## src/rtl/hazard_scoreboard.sv

```systemverilog
// hazard_scoreboard: in-flight writer tracking, load-use stall and
// registered EX forwarding selects for an in-order pipeline.
//
// Ports:
//   clk_i, rst_i         clock, synchronous active-low reset
//   id_valid_i           ID holds a real instruction
//   id_src_i             NUM_SRC packed source indices (src n at n*REG_AW)
//   id_src_used_i        per-source "actually read" flags
//   id_dst_i, id_dst_we_i destination index and write enable
//   id_is_load_i         ID instruction is a load
//   flush_i              kill the ID instruction
//   stall_o              hold PC and IF/ID (combinational)
//   ex_valid_o           EX holds an issued instruction (registered)
//   fwd_sel_o            per-source select, 0=regfile, k=stage k (registered)
//   perf_stall_cnt_o     stall cycle count (HAZARD_SCOREBOARD_PERF_EN only)
//   perf_fwd_cnt_o       forwarded issue count (HAZARD_SCOREBOARD_PERF_EN only)
//
// Optional feature macro: HAZARD_SCOREBOARD_PERF_EN adds saturating
// performance counters.
module hazard_scoreboard #(
    parameter int NUM_REGS  = 32,
    parameter int REG_AW    = 5,
    parameter int NUM_SRC   = 2,
    parameter int FWD_DEPTH = 2,
    parameter int LOAD_LAT  = 1,
    parameter int SEL_W     = $clog2(FWD_DEPTH + 1)
) (
    input  logic                      clk_i,
    input  logic                      rst_i,
    input  logic                      id_valid_i,
    input  logic [NUM_SRC*REG_AW-1:0] id_src_i,
    input  logic [NUM_SRC-1:0]        id_src_used_i,
    input  logic [REG_AW-1:0]         id_dst_i,
    input  logic                      id_dst_we_i,
    input  logic                      id_is_load_i,
    input  logic                      flush_i,
    output logic                      stall_o,
    output logic                      ex_valid_o,
`ifdef HAZARD_SCOREBOARD_PERF_EN
    output logic [NUM_SRC*SEL_W-1:0]  fwd_sel_o,
    output logic [31:0]               perf_stall_cnt_o,
    output logic [31:0]               perf_fwd_cnt_o
`else
    output logic [NUM_SRC*SEL_W-1:0]  fwd_sel_o
`endif
);

    // Slot 0 is EX; slot k sits k stages behind EX.
    logic [FWD_DEPTH:0]             slot_vld;
    logic [FWD_DEPTH:0][REG_AW-1:0] slot_dst;
    logic [FWD_DEPTH:0]             slot_ld;

    logic [NUM_SRC-1:0][FWD_DEPTH-1:0] hit;
    logic [NUM_SRC*SEL_W-1:0]          sel_next;
    logic                              load_hit;
    logic                              issue;

    // The oldest slot only exists so its writer is known to have reached
    // the regfile; nothing reads its contents.
    logic unused_tail;
    assign unused_tail = ^{slot_vld[FWD_DEPTH], slot_dst[FWD_DEPTH], slot_ld};

    always_comb begin
        hit = '0;
        for (int n = 0; n < NUM_SRC; n++) begin
            for (int k = 0; k < FWD_DEPTH; k++) begin
                hit[n][k] = id_src_used_i[n]
                          && (|id_src_i[n*REG_AW +: REG_AW])
                          && (int'(id_src_i[n*REG_AW +: REG_AW]) < NUM_REGS)
                          && slot_vld[k]
                          && (slot_dst[k] == id_src_i[n*REG_AW +: REG_AW]);
            end
        end
    end

    // Only a load still inside its latency window blocks the consumer.
    always_comb begin
        load_hit = 1'b0;
        for (int n = 0; n < NUM_SRC; n++) begin
            for (int k = 0; k < LOAD_LAT; k++) begin
                load_hit = load_hit | (hit[n][k] & slot_ld[k]);
            end
        end
    end

    assign stall_o = id_valid_i & ~flush_i & load_hit;
    assign issue   = id_valid_i & ~stall_o & ~flush_i;

    // Walk oldest to youngest so the youngest matching writer wins.
    always_comb begin
        sel_next = '0;
        for (int n = 0; n < NUM_SRC; n++) begin
            for (int k = FWD_DEPTH - 1; k >= 0; k--) begin
                if (hit[n][k]) begin
                    sel_next[n*SEL_W +: SEL_W] = SEL_W'(k + 1);
                end
            end
        end
    end

    always_ff @(posedge clk_i) begin
        if (!rst_i) begin
            slot_vld   <= '0;
            slot_dst   <= '0;
            slot_ld    <= '0;
            ex_valid_o <= 1'b0;
            fwd_sel_o  <= '0;
        end else begin
            for (int k = 1; k <= FWD_DEPTH; k++) begin
                slot_vld[k] <= slot_vld[k-1];
                slot_dst[k] <= slot_dst[k-1];
                slot_ld[k]  <= slot_ld[k-1];
            end
            if (issue) begin
                slot_vld[0] <= id_dst_we_i & (|id_dst_i);
                slot_dst[0] <= id_dst_i;
                slot_ld[0]  <= id_is_load_i;
                fwd_sel_o   <= sel_next;
            end else begin
                slot_vld[0] <= 1'b0;
                slot_dst[0] <= '0;
                slot_ld[0]  <= 1'b0;
                fwd_sel_o   <= '0;
            end
            ex_valid_o <= issue;
        end
    end

`ifdef HAZARD_SCOREBOARD_PERF_EN
    always_ff @(posedge clk_i) begin
        if (!rst_i) begin
            perf_stall_cnt_o <= '0;
            perf_fwd_cnt_o   <= '0;
        end else begin
            if (stall_o && (perf_stall_cnt_o != 32'hFFFF_FFFF)) begin
                perf_stall_cnt_o <= perf_stall_cnt_o + 32'd1;
            end
            if (issue && (|sel_next) && (perf_fwd_cnt_o != 32'hFFFF_FFFF)) begin
                perf_fwd_cnt_o <= perf_fwd_cnt_o + 32'd1;
            end
        end
    end
`endif

endmodule
```

## config.mk

```make
export PLATFORM = sky130hd
export DESIGN_NAME = hazard_scoreboard
export DESIGN_NICKNAME = d
export VERILOG_FILES = /design/src/rtl/hazard_scoreboard.sv
export SDC_FILE = /design/constraint.sdc
export NUM_CORES = 1
export LEC_CHECK = 0
export ABC_AREA = 1
export BUFFER_PORTS_ARGS = -buffer_cell sky130_fd_sc_hd__buf_2
export CELL_PAD_IN_SITES_DETAIL_PLACEMENT = 1
export CELL_PAD_IN_SITES_GLOBAL_PLACEMENT = 1
export CORE_ASPECT_RATIO = 0.7
export CORE_MARGIN = 5
export CORE_UTILIZATION = 34
export CTS_CLUSTER_DIAMETER = 30
export DETAILED_ROUTE_END_ITERATION = 12
export GPL_TIMING_DRIVEN = 0
export PLACE_DENSITY = 0.77
export SYNTH_ARGS = -nofsm -noshare
export SYNTH_HDL_FRONTEND = slang
export SYNTH_SLANG_ARGS = --single-unit
```

## constraint.sdc

```tcl
create_clock -name clk_i -period 1.35 [get_ports clk_i]
set_input_delay 0.2025 -clock clk_i [delete_from_list [all_inputs] [get_ports clk_i]]
set_output_delay 0.2025 -clock clk_i [all_outputs]
set_load 0.02 [all_outputs]
```

## Word-level counts from Yosys, hierarchy flattened

Index checks and enable logic that the tools add are counted.
Widths: inputs -> output; s select.

| word-level totals | value |
|---|---|
| flip-flop bits (word level) | 18 |
| bits of input ports | 23 |
| output and inout port bits | 6 |
| word-level logic and storage cells | 45 |

| cells by class | value |
|---|---|
| equal/unequal tests | 4 |
| muxes and demuxes | 4 |
| bitwise operators | 12 |
| reductions and logical operators | 16 |

Operators by type and width:

| operator | count |
|---|---|
| $eq 5x5->1 | 4 |
| $reduce_or 5->1 | 3 |
| $logic_and 1x1->1 | 10 |
| $and 1x1->1 | 7 |
| $reduce_or 3->1 | 2 |
| $mux 2 | 2 |
| $not 1->1 | 4 |
| $mux 1 | 2 |
| $reduce_and 2->1 | 1 |
| $or 1x1->1 | 1 |

## Logic depth before layout (Yosys ltp)

Gate-level depths: netlist of the first run.

| logic depth | value |
|---|---|
| depth in word-level cells | 12 |
| mapped depth | 9 |
| depth with buffers taken out | 9 |

## Worst setup path before layout of the first run

No wires, ideal clock.

| path | value |
|---|---|
| kind | reg2out |
| start | register slot_dst[3] in the netlist's numbering |
| end | output port stall_o |
| arrival time | 1.170 ns |
| data required time | 1.148 ns |
| path slack | -0.022 ns |
| cell stages (with the launch flop) | 7 |
| buffers on the path | 0 |
| cell sequence | dfxtp_1 > inv_2 > a21oi_2 > nand2_1 > nor2_4 > nand4_4 > a21boi_1 |

| between the ends | value |
|---|---|
| longest elaborated chain between the ends | 5 |
| elaborated cells on any way between the ends | 8 |
| classes of those cells | eq/ne: 2; bitwise: 4; reduce/logical: 2 |

RTL lines:

| item | line | source |
|---|---|---|
| from (decl) | 50 | `logic [FWD_DEPTH:0][REG_AW-1:0] slot_dst;` |
| from (signal, indexed assignment) | 111 | `slot_dst[k] <= slot_dst[k-1];` |
| $eq 5x5->1 | 71 | `&& (slot_dst[k] == id_src_i[n*REG_AW +: REG_AW]);` |
| $logic_and 1x1->1 | 71 |  |
| $and 1x1->1 | 81 | `load_hit = load_hit \| (hit[n][k] & slot_ld[k]);` |
| $or 1x1->1 * | 81 |  |
| $and 1x1->1 * | 86 | `assign stall_o = id_valid_i & ~flush_i & load_hit;` |
| to (decl) | 37 | `output logic stall_o,` |

Every way passes the cells marked *; elsewhere a longest branch is shown, timed or not.

## Worst setup path after layout of the first run

Ends and elaborated chain as after synthesis.

==> results_dict.tcl, run 1 <==
set metrics [dict create \
    period_share_pct 122 \
    ant_nets 0 \
    cts_sinks 18 \
    reg2regPathDepth 8 \
    num-nets-final 222 \
    clock_path_buffers 2 \
    status "finished, violations left" \
    grt_start_max_net_pins 11 \
    powerDensity_nw_per_um2 832 \
    slew_headroom_pct 77.2 \
    routabilityCongestion 0.844 \
    period_minus_slack_ns 1.64 \
    hpwl_um 2440 \
    cp.buffers_inverters 1 \
    clock_latency_ns 0.25 \
    crit_fanout 5 \
    setup.worst_path.start_class "flop" \
    p_sw_share_pct 25.2 \
    first_pass_iters 4 \
    critPathArrivalTime_ns 1.44 \
    clock_skew_ns 0.00750 \
    area_growth_pct 33.2 \
    vias 1062 \
    coreArea_um2 2860 \
    ys_ff_latch 18 \
    wire_per_inst_um 13.8 \
    crit_path_top_delay_cell "dfxtp_4" \
    slew_violations 0 \
    synth_warnings 0 \
    violations "setup timing" \
    worstSetupEndpointType "primary output" \
    finalWorstSetupSlack_ns -0.294 \
    tightest_slew_ns 0.342 \
    htree_levels 1 \
    met2_usage_pct 25.1 \
    p_int_w 0.000860 \
    track_usage_pct 15.5 \
    die_h_um 56.2 \
    drc 0 \
    power.leakage_nw 0.750 \
    initial_utilization_pct 36.2 \
    tritoncts "built" \
    grt_antenna_before_repair 0 \
    crit_chain "a21oi_2 > nand2_1 > nor2_2 > nand4_2 > a21boi_2 > buf_6" \
    drt_iter0_drc 34 \
    clk_pin_slew_ns 0.07 \
    fp.dieW_um 76.0 \
    maxCapViolCount 0 \
    dp.cells 224 \
    yosysUniqueCellTypes 19 \
    synthCells 161 \
    vdd_drop_max_v 0.000463 \
    drive_above_1_share_pct 34.3 \
    fill_cells 384 \
    min-delay-start "id_is_load_i" \
    switching_power_w 0.000290 \
    final_util_pct 48.3 \
    hold_viol 0 \
    r2r_setup_slack_ns -0.07 \
    power_frac_comb_pct 14.5 \
    design.die.area_um2 4270 \
    met3_usage_pct 4.53 \
    stdcell_count 234 \
    crit_family "flip-flops" \
    synth_area_per_cell_um2 6.44 \
    setup_viol_count_final 11 \
    top_usage_layer "met2" \
    cts-root-buf "clkbuf_8" \
    critical_path_required_ns 1.15 \
    avgViaCountPerCell 4.54 \
    p_clk_share_pct 38.0 \
    max_freq_mhz 608 \
    ioPinCount 29 \
    grt_pass1_wl_um 5300 \
    rsz0062_at_grt "yes" \
    critPathMaxStageDelay_ns 0.37 \
    io_buffer_count 27 \
    drt-total-wl_um 3220 \
    crit-reg2reg-launch "slot_dst[3]" \
    syn-num-nets 184 \
    whs_endpoint "slot_ld[0]" \
    sequentialPowerShare_pct 47.5 \
    grt_pass1_vias 1182 \
    row_count 16 \
    n_antenna_cell 0 \
    cts_buffers 3 \
    hold_class "primary input to flop" \
    synth_area_um2 1040 \
    r2r-end "slot_dst[3]" \
    worstSetupPathType "flop to primary output" \
    yosysSeqAreaShare_pct 34.7 \
    grt.overflow.total 0 \
    use_met1_pct 19.0 \
    min_path_cells 3 \
]
flip-flops by register name, indices dropped and copies added, names as in the netlist:
name and count:
ex_valid_o 1, fwd_sel_o 4, slot_dst 10, slot_ld 1
slot_vld 2
cells by family (layout without fill, tap and decap cells):
| group | Yosys count | after routing | synth area share, % |
|---|---|---|---|
| XOR/XNOR | 4 | 4 | 3.38 |
| AND/OR/NAND/NOR | 87 | 88 | 40.7 |
| flip-flops | 18 | 18 | 34.7 |
| AO/OA/AOI/OAI | 9 | 9 | 5.67 |
| buffers and inverters | 43 | 79 | 15.6 |
cells in the final DEF, fill, tap and decap left out:
master and instances:
buf_2 26, a21oi_1 3, a21oi_2 2, buf_6 3, o2111ai_1 2, nand4_2 1
clkbuf_1 1, inv_2 4, clkbuf_8 4, nand4_4 1, dfxtp_1 12, nor2_4 2
xnor2_1 4, nor2_2 11, nor2_1 10, dfxtp_2 2, dfxtp_4 4, nand2_2 2
inv_1 38, a21boi_2 1, nand4_1 5, o21ai_0 1, nand2_1 46, buf_4 3
nand3_1 8, nand3_4 2
Yosys cell counts:
master     count  area (um^2)
a21boi_1       1         7.51
a21oi_1        4         20.0
a21oi_2        1         8.76
clkbuf_1       1         3.75
dfxtp_1       18          360
inv_1         40          150
inv_2          2         7.51
nand2_1       48          180
nand3_1        8         40.0
nand3_4        1         17.5
nand4_1        5         31.3
nand4_2        1         12.5
nand4_4        1         21.3
nor2_1        12         45.0
nor2_2        10         62.6
nor2_4         1         11.3
o2111ai_1      2         17.5
o21ai_0        1         5.00
xnor2_1        4         35.0
worst reg2reg max path, delay by kind of cell, from the launching register on:
family / cells / cell delay, ns
compound gates: 1 / 0.17
simple gates: 5 / 0.50
flops: 1 / 0.37
buf+inv: 2 / 0.27
worst max-delay path by stage:
stage | from | endpoint | slack [ns] | cells past startpoint
finish | slot_dst[3] | stall_o | -0.29 | 6
global route | slot_dst[3] | stall_o | -0.35 | 6
CTS | slot_dst[2] | stall_o | -0.26 | 7
detailed placement | slot_dst[0] | stall_o | -0.10 | 7
global placement | slot_dst[2] | stall_o | -0.09 | 7
floorplan | slot_dst[3] | stall_o | 0.07 | 6
power groups by stage:
stage / Combinational, W / Sequential [W] / Clock (W)
after global routing: 0.000187 / 0.000547 / 0.000472
after CTS: 0.000157 / 0.000550 / 0.000447
after detailed placement: 0.000151 / 0.000563 / 0
after floorplan: 0.0000875 / 0.000561 / 0
final: 0.000167 / 0.000546 / 0.000436
after global placement: 0.000145 / 0.000563 / 0
layer usage:
metal	up-vias	share of wire, %	wire length [um]
li1	556	-	-
met1	469	47	1520
met2	29	45	1470
met3	8	4.6	148
met4	0	2.6	84
met5	-	0	0
stage by stage:
stage | worst slack, ns | power [W] | hold slack [ns] | setup TNS (ns) | instance area (um^2)
2_1_floorplan | 0.0679 | 0.000648 | 0.329 | 0 | 1040
3_3_place_gp | -0.0943 | 0.000707 | 0.426 | -0.0943 | 1220
3_5_place_dp | -0.105 | 0.000714 | 0.435 | -0.105 | 1220
4_1_cts | -0.261 | 0.00115 | 0.163 | -0.261 | 1330
5_1_grt | -0.349 | 0.00121 | 0.178 | -1.52 | 1380
6_report | -0.294 | 0.00115 | 0.168 | -0.861 | 1380
repair_timing:
action / in CTS / in global routing
resized for setup: 11 / 12
hold buffers: 0 / 0
pin swaps: 1 / 8
buffers inserted: 2 / 3
setup endpoints to repair: 4 / 12
cloned: 1 / 0
area by class of cell:
class / instances / area [um^2] / area share, %
timing repair buffer: 32 / 186 / 13.5
buffer: 1 / 3.75 / 0.272
inverter: 42 / 158 / 11.4
multi-input combinational: 101 / 556 / 40.2
tap: 36 / 45.0 / 3.26
clock buffer: 4 / 55.1 / 3.99
sequential: 18 / 378 / 27.4
No activity file was read; power rests on OpenSTA's default activity.
==> run 2, diff against run 1 <==
==> constraint.sdc (replaced) <==
create_clock -name clk_i -period 1.35 [get_ports clk_i]
set_input_delay 0.0675 -clock clk_i [delete_from_list [all_inputs] [get_ports clk_i]]
set_output_delay 0.0675 -clock clk_i [all_outputs]
set_load 0.02 [all_outputs]
==> run 2 against run 1 <==
  * The flow still finishes with violations (setup timing)
  * Critical path depth rose by 1
  * Via count rose by 0.47%
  * Combinational power fell by 4%
  * Fmax rose by 8.0%
  * Critical endpoint unchanged
==> results_dict.tcl, run 2 (same netlist as run 1, synthesis figures left out) <==
set metrics [dict create \
    max_freq_mhz 657 \
    slew_violations 0 \
    hpwl_um 2480 \
    num-nets-final 220 \
    crit_chain "inv_1 > a21oi_1 > nand2_1 > nor2_2 > nand4_2 > a21boi_2 > buf_6" \
    avgViaCountPerCell 4.60 \
    wire_per_inst_um 13.8 \
    cts-root-buf "clkbuf_8" \
    reg_top3 "slot_dst x10, fwd_sel_o x4, slot_vld x2" \
    slew_headroom_pct 76.9 \
    ioPinCount 29 \
    grt.overflow.total 0 \
    clock_latency_ns 0.26 \
    dp.cells 224 \
    grt_antenna_before_repair 0 \
    crit_start "slot_vld[0]" \
    n_antenna_cell 0 \
    drt-total-wl_um 3200 \
    crit_fanout 3 \
    tightest_slew_ns 0.347 \
    status "finished, violations left" \
    io_buffer_count 27 \
    largest_register_ff_count 10 \
    cts_buffers 3 \
    drc 0 \
    fp.dieW_um 76.0 \
    setup.worst_path.start_class "flop" \
    area_growth_pct 29.2 \
    track_usage_pct 14.9 \
    ff_latch_area_um2 370 \
    crit-reg2reg-launch "slot_vld[0]" \
    cts_sinks 18 \
    die_h_um 56.2 \
    fill_cells 396 \
    design.die.area_um2 4270 \
    htree_levels 1 \
    period_minus_slack_ns 1.52 \
    initial_utilization_pct 36.2 \
    grt_pass1_wl_um 5160 \
    drt_iter0_drc 47 \
    final_cell_mix "nand2_1 (47), inv_1 (39), buf_2 (26)" \
    vias 1067 \
    maxCapViolCount 0 \
    regMostFlops "slot_dst" \
    ant_nets 0 \
    crit_path_top_delay_cell "dfxtp_2" \
    tritoncts "built" \
    row_count 16 \
    hold_viol 0 \
    powerDensity_nw_per_um2 867 \
    stdcell_count 232 \
    clk_pin_slew_ns 0.06 \
    grt_pass1_vias 1136 \
    first_pass_iters 4 \
    final_common_cell "nand2_1" \
    worstSetupEndpointType "primary output" \
    multi_input_area_um2 544 \
    critPathArrivalTime_ns 1.45 \
    min-delay-start "id_dst_i[4]" \
    grt_start_max_net_pins 11 \
    routabilityCongestion 0.872 \
    clock_skew_ns 0.00808 \
    clock_path_buffers 2 \
    drive_above_1_share_pct 32.1 \
    critPathMaxStageDelay_ns 0.34 \
    worstSetupPathType "flop to primary output" \
    hold_buffers 0 \
    critical_path_required_ns 1.28 \
    violations "setup timing" \
    coreArea_um2 2860 \
    vdd_drop_max_v 0.000406 \
    period_share_pct 113 \
    rsz0062_at_grt "yes" \
    setup_viol_count_final 4 \
    hold_class "primary input to flop" \
    finalWorstSetupSlack_ns -0.172 \
    power.leakage_nw 0.736 \
    total_power_w 0.00116 \
]
[run 2: cell count changes in the layout (fill, tap and decap cells not counted), sizes merged]
cell	previous run	this run
buf	32	30
[run 2: per-stage QoR]
| stage | hold slack, ns | util [%] | setup WS (ns) | area (um^2) | TNS [ns] |
|---|---|---|---|---|---|
| final | 0.0409 | 46.8 | -0.172 | 1340 | -0.184 |
| after detailed placement | 0.308 | 42.5 | -0.0216 | 1220 | -0.0216 |
| after global routing | 0.0442 | 46.8 | -0.248 | 1340 | -0.995 |
| after CTS | 0.0368 | 45.0 | -0.206 | 1290 | -0.206 |
| after global placement | 0.291 | 42.5 | 0.0455 | 1220 | 0 |
| after floorplan | 0.194 | - | 0.113 | 1040 | 0 |
[run 2: path summary, 6_finish.rpt]
check	to	slack, ns	cells past startpoint
worst min register to register	slot_vld[1]	0.44	2
worst max-delay path	stall_o	-0.17	7
worst max register to register	slot_dst[2]	-0.01	8
worst min-delay path	slot_dst[4]	0.04	3
[run 2: cell type report]
cell class                 count  share of cell area, %
tap                           36                   3.36
sequential                    18                   27.6
buffer                         1                  0.280
multi-input combinational    101                   40.6
clock buffer                   4                   4.11
inverter                      42                   11.8
timing repair buffer          30                   12.2
[run 2: worst max-delay path, delay by kind of cell, from the launching register on]
kind / cells / cell delay, ns
AO/OA/AOI/OAI: 2 / 0.31
buffers and inverters: 2 / 0.21
flip-flops: 1 / 0.34
AND/OR/NAND/NOR: 3 / 0.34
[run 2: what timing repair did]
action,CTS,global route
pin swaps,1,6
endpoints found under the setup margin,1,11
buffers inserted,0,3
resized for setup,9,6
gates cloned,0,1
[run 2: power by group]
group,switching (W),internal (W)
clock network,0.000191,0.000260
logic,0.0000990,0.0000611
registers,0.0000105,0.000540
total,0.000301,0.000861
[run 2: layer usage]
metal | GRT usage, % | wire length [um] | vias up
met2 | 24.8 | 1550 | 21
met3 | 4.37 | 147 | 5
met1 | 17.9 | 1450 | 490
met4 | 6.09 | 46 | 0
met5 | 0 | 0 | -
li1 | - | - | 551
